## src/rtl/soc_bus_ctrl.sv

```systemverilog
// Single-master bus controller: decodes a slave-select field from the address,
// strobes one slave until it acks or times out, and reports completion/error.
module soc_bus_ctrl #(
    parameter int          NSLV     = 4,
    parameter int          DW       = 32,
    parameter int          SEL_LSB  = 8,
    parameter int          TIMEOUT  = 8,
    parameter logic [31:0] ERR_DATA = 32'hDEAD_BEEF
) (
    input  logic               clk,
    input  logic               rst,
    input  logic               m_req,
    input  logic               m_we,
    input  logic [31:0]        m_addr,
    input  logic [DW-1:0]      m_wdata,
    output logic [DW-1:0]      m_rdata,
    output logic               m_ready,
    output logic               m_err,
    output logic               busy,
    output logic [NSLV-1:0]    s_we,
    output logic [NSLV-1:0]    s_re,
    output logic [31:0]        s_addr,
    output logic [DW-1:0]      s_wdata,
    input  logic [NSLV*DW-1:0] s_rdata,
    input  logic [NSLV-1:0]    s_ack,
    output logic [7:0]         err_count
);

    localparam int SW = (NSLV > 1) ? $clog2(NSLV) : 1;
    localparam int CW = $clog2(TIMEOUT + 1);
    localparam logic [DW-1:0] ERR_WORD = DW'(ERR_DATA);

    typedef enum logic [1:0] {
        ST_IDLE   = 2'd0,
        ST_ACCESS = 2'd1,
        ST_DONE   = 2'd2
    } state_t;

    state_t         state_r;
    logic [SW-1:0]  sel_r;
    logic           we_r;
    logic [CW-1:0]  cnt_r;

    logic [SW-1:0]   sel_s;
    logic            sel_ok_s;
    logic [NSLV-1:0] onehot_s;
    logic            ack_s;
    logic [DW-1:0]   rdata_s;

    function automatic logic [7:0] sat_inc(input logic [7:0] v);
        return (v == 8'hFF) ? 8'hFF : v + 8'd1;
    endfunction

    // Address decode for the incoming request and selection of the active slave's ack/data.
    always_comb begin
        sel_s    = m_addr[SEL_LSB +: SW];
        sel_ok_s = ({1'b0, sel_s} < (SW+1)'(NSLV));
        onehot_s = {NSLV{1'b0}};
        ack_s    = 1'b0;
        rdata_s  = {DW{1'b0}};
        for (int i = 0; i < NSLV; i++) begin
            onehot_s[i] = (sel_s == SW'(i));
            ack_s       = ack_s | (s_ack[i] & (sel_r == SW'(i)));
            rdata_s     = rdata_s | (s_rdata[i*DW +: DW] & {DW{sel_r == SW'(i)}});
        end
    end

    // Transaction FSM with all outputs registered.
    always_ff @(posedge clk or posedge rst) begin
        if (rst) begin
            state_r   <= ST_IDLE;
            sel_r     <= {SW{1'b0}};
            we_r      <= 1'b0;
            cnt_r     <= {CW{1'b0}};
            m_rdata   <= {DW{1'b0}};
            m_ready   <= 1'b0;
            m_err     <= 1'b0;
            busy      <= 1'b0;
            s_we      <= {NSLV{1'b0}};
            s_re      <= {NSLV{1'b0}};
            s_addr    <= 32'd0;
            s_wdata   <= {DW{1'b0}};
            err_count <= 8'd0;
        end else begin
            case (state_r)
                ST_IDLE: begin
                    m_ready <= 1'b0;
                    m_err   <= 1'b0;
                    if (m_req) begin
                        s_addr  <= m_addr;
                        s_wdata <= m_wdata;
                        we_r    <= m_we;
                        sel_r   <= sel_s;
                        busy    <= 1'b1;
                        if (sel_ok_s) begin
                            state_r <= ST_ACCESS;
                            cnt_r   <= {CW{1'b0}};
                            s_we    <= m_we ? onehot_s : {NSLV{1'b0}};
                            s_re    <= m_we ? {NSLV{1'b0}} : onehot_s;
                        end else begin
                            // Decode error skips the slave entirely.
                            state_r   <= ST_DONE;
                            m_ready   <= 1'b1;
                            m_err     <= 1'b1;
                            m_rdata   <= ERR_WORD;
                            err_count <= sat_inc(err_count);
                        end
                    end else begin
                        busy <= 1'b0;
                    end
                end
                ST_ACCESS: begin
                    if (ack_s) begin
                        // Ack takes priority over an expiring timeout.
                        state_r <= ST_DONE;
                        m_ready <= 1'b1;
                        m_err   <= 1'b0;
                        m_rdata <= we_r ? {DW{1'b0}} : rdata_s;
                        s_we    <= {NSLV{1'b0}};
                        s_re    <= {NSLV{1'b0}};
                    end else if (cnt_r == CW'(TIMEOUT - 1)) begin
                        state_r   <= ST_DONE;
                        m_ready   <= 1'b1;
                        m_err     <= 1'b1;
                        m_rdata   <= ERR_WORD;
                        s_we      <= {NSLV{1'b0}};
                        s_re      <= {NSLV{1'b0}};
                        err_count <= sat_inc(err_count);
                    end else begin
                        cnt_r <= cnt_r + CW'(1);
                    end
                end
                ST_DONE: begin
                    state_r <= ST_IDLE;
                    m_ready <= 1'b0;
                    m_err   <= 1'b0;
                    busy    <= 1'b0;
                end
                default: begin
                    state_r <= ST_IDLE;
                    m_ready <= 1'b0;
                    m_err   <= 1'b0;
                    busy    <= 1'b0;
                    s_we    <= {NSLV{1'b0}};
                    s_re    <= {NSLV{1'b0}};
                end
            endcase
        end
    end

endmodule
```

## config.mk

```make
export PLATFORM = sky130hd
export DESIGN_NAME = soc_bus_ctrl
export DESIGN_NICKNAME = d
export VERILOG_FILES = /design/src/rtl/soc_bus_ctrl.sv
export SDC_FILE = /design/constraint.sdc
export NUM_CORES = 1
export LEC_CHECK = 0
export ABC_AREA = 1
export CAP_MARGIN = 20
export CORE_UTILIZATION = 37
export DETAILED_ROUTE_END_ITERATION = 10
export GPL_TIMING_DRIVEN = 0
export PLACE_DENSITY = 0.78
export SLEW_MARGIN = 25
export SYNTH_ARGS = -nofsm -noshare
export SYNTH_HDL_FRONTEND = slang
export SYNTH_SLANG_ARGS = --single-unit
```

## constraint.sdc

```tcl
create_clock -name clk -period 4.4 [get_ports clk]
set_clock_uncertainty 0.05 [all_clocks]
set_input_delay 0.88 -clock clk [delete_from_list [all_inputs] [get_ports clk]]
set_output_delay 0.88 -clock clk [all_outputs]
set_load 0.02 [all_outputs]
```

==> impl_results.md <==
* Finish-stage setup viols at 0
* CTS buffer count at 17
* Critical path startpoint category: register
* Cells along the critical path: clkdlybuf4s50_1
* Crit end category: output port
* Hpwl dp at 16.1 mm
* RSZ-0062 raised after global routing: false
* Routed WL at 20.8 mm
* Net switching power at 3.03 mW
* Pin count of the biggest net entering global routing at 63
* ANT cells at 0
* Leading area contributor after synthesis: dfrtp_1
* Via count at 6700
* Die area at 17200 µm²
* Routed len/inst at 14.7 µm
* Iter 0 DRT Violations at 234
* Slew headroom at 0.589
* Initial core utilization at 0.384
* Initial antenna violation count at 0
* First-pass GRT wire length at 32.0 mm
* Final Hold Vio Count at 0
* Layout area overhead at 66.6%
* Dominant cells by area after synthesis: dfrtp_1 50%, nand2_1 29%, nand3_1 8.3%
* Logic pwr share at 0.527
* Clock group share of total power at 0.214
* Syn_nets at 1053
* Worst path slowest cell: clkdlybuf4s50_1
* ANT nets after route at 0
* Post-CTS Setup Repair Bufs at 0
* Max Transition Viols Final at 0
* Die W at 131 µm
* Vias in the first global route at 6614
* Placed cell areas at 9610 µm²
* Max-Cap Viols at 0
* TritonCTS clock tree: done
* Nets at 1387
* FF+latch count, synth at 122
* Post-synth top cells: 477 x nand2_1, 122 x dfrtp_1, 102 x nand3_1
* CP Class: reg -> out
* Delay-heaviest family, CP: buffers and inverters
* Maximum clock frequency at 0.417 GHz
* Switching part of the total at 0.421
* Yosys cell types at 21
* Synth Instances at 851
* Final worst path period need at 2.40 ns
* Sequential Power Share at 0.259
* Finished Core Util at 0.639
* Clock sink count at 122
* Die span in y at 131 µm
* DP Cell Count at 1382
* Grt total ovfl at 0
* Peak VDD IR at 0.388 mV
* Reg clk slew, reported paths at 0.06 ns
* Vias per inst at 4.74
* Syn avg cell area at 7.24 µm²
* Root Buffer: clkbuf_16
* Most frequent cell after synthesis: nand2_1
* Fraction of registers with async set/reset at 1.00
* Worst Tran Pin Value at 0.614 ns
* Outcome: finished clean
* Core ar. at 16100 µm²
* Clk buf depth at 2
* CTS Hold Bufs at 0
* Setup TNS Final at 0 ns
* Area share of the largest cell type after synthesis at 0.495
* Power after layout at 7.19 mW
* Required time worst endpoint at 3.47 ns
* Synthesized area at 6160 µm²
* Pleak at 5.06 nW
* Ys flop type: dfrtp_1
* Number of flops mapped to enable cells by yosys at 0
* Share of cells above drive strength 1 at 0.0668
* Fin crit share at 0.545
* Post-Layout Cell Count at 1414
* Max incr delay on CP at 0.63 ns
* Gpl congestion at 0.823
* Int Power at 4.16 mW
* Buf/Inv on CP at 1
* CTS H-Tree Depth at 4
* Synth Warn # at 0
* Pwr Density at 700 nW/µm²
* Sequential area share after synthesis at 0.495
* Row cnt at 46
* DRT Pass-1 Iters at 5
* Crit path max fanout at 6
* FILL cells at 1400
* Clk Latency, worst-skew pair at 0.41 ns
* Remaining DRCs at 0
* Hold crit path type: reg -> reg
* I/O Pins at 315
* Port bufs at 314
* Post-CTS resize count at 0
* GRT Resource Usage Total at 0.244
* Cell area after layout at 10300 µm²
* Critical path arrival at 1.47 ns
-- logic make-up (layout without fill, tap and decap cells) --
group                    Yosys count  count (layout)  synth area share
AND/OR/NAND/NOR                  623             623             0.415
flip-flops                       122             122             0.495
buffers and inverters             68             415            0.0538
AO/OA/AOI/OAI                     33              33            0.0270
XOR/XNOR                           3               3           0.00426
adder cells (fa/ha/maj)            2               2           0.00406
-- path summary, 6_finish.rpt --
kind / from / slack (ns) / depth (start not counted) / to
max in group asynchronous: rst / 2.79 / 3 / m_ready
worst max-delay path: err_count[6] / 2.00 / 1 / err_count[6]
worst min-delay path: s_re[3] / 0.42 / 2 / s_re[3]
worst min register to register: s_re[3] / 0.42 / 2 / s_re[3]
worst max register to register: state_r[1] / 2.59 / 6 / s_wdata[3]
min in group asynchronous: rst / 0.85 / 2 / s_addr[12]
-- cell type report --
type                       instances  area [µm²]  area share
inverter                          24        97.6     0.00950
timing repair buffer             315        3170       0.309
sequential                       122        3050       0.297
buffer                            44         241      0.0235
tap                              216         270      0.0263
multi-input combinational        661        2780       0.271
clock buffer                      18         439      0.0428
clock inverter                    14         219      0.0213
-- routing by layer --
| layer | track usage | share of wire | up-vias |
|---|---|---|---|
| met5 | 0 | 0 | - |
| met4 | 0.108 | 0.033 | 0 |
| met3 | 0.0909 | 0.11 | 45 |
| met2 | 0.436 | 0.48 | 282 |
| met1 | 0.257 | 0.38 | 3032 |
| li1 | - | - | 3341 |
-- per-stage QoR --
stage          setup slack (ns)  hold slack, ns
6_report                   2.00           0.421
5_1_grt                    1.93           0.452
4_1_cts                    1.97           0.422
3_5_place_dp               1.83           0.408
3_3_place_gp              -1.64           0.405
2_1_floorplan             0.227           0.452
-- flip-flops by register name (all words and copies together) (netlist names) --
| signal | count |
|---|---|
| cnt_r | 4 |
| m_err | 1 |
| we_r | 1 |
| busy | 1 |
| s_wdata | 32 |
| s_re | 4 |
| s_we | 4 |
| m_ready | 1 |
| m_rdata | 32 |
| s_addr | 32 |
| state_r | 2 |
| err_count | 8 |
-- cells in the final DEF (no fill, tap or decap), drive strengths merged --
cell type	count
nand2	484
clkdlybuf4s50	314
dfrtp	122
nand3	102
o21ai	32
buf	32
clkbuf	31
nor2	27
inv	26
nand4	9
bufinv	5
clkinv	5
xor2	3
ha	2
clkinvlp	2
nand3b	1
o22ai	1
-- power groups by stage --
stage | Clock [mW] | Combinational (mW) | Sequential, mW
floorplan | 0 | 1.62 | 2.39
global placement | 0 | 3.76 | 1.86
detailed placement | 0 | 3.81 | 1.86
CTS | 1.57 | 3.82 | 1.86
global route | 1.62 | 4.16 | 1.93
finish | 1.54 | 3.78 | 1.86
Note: power is estimated with default switching activity, not from simulation.
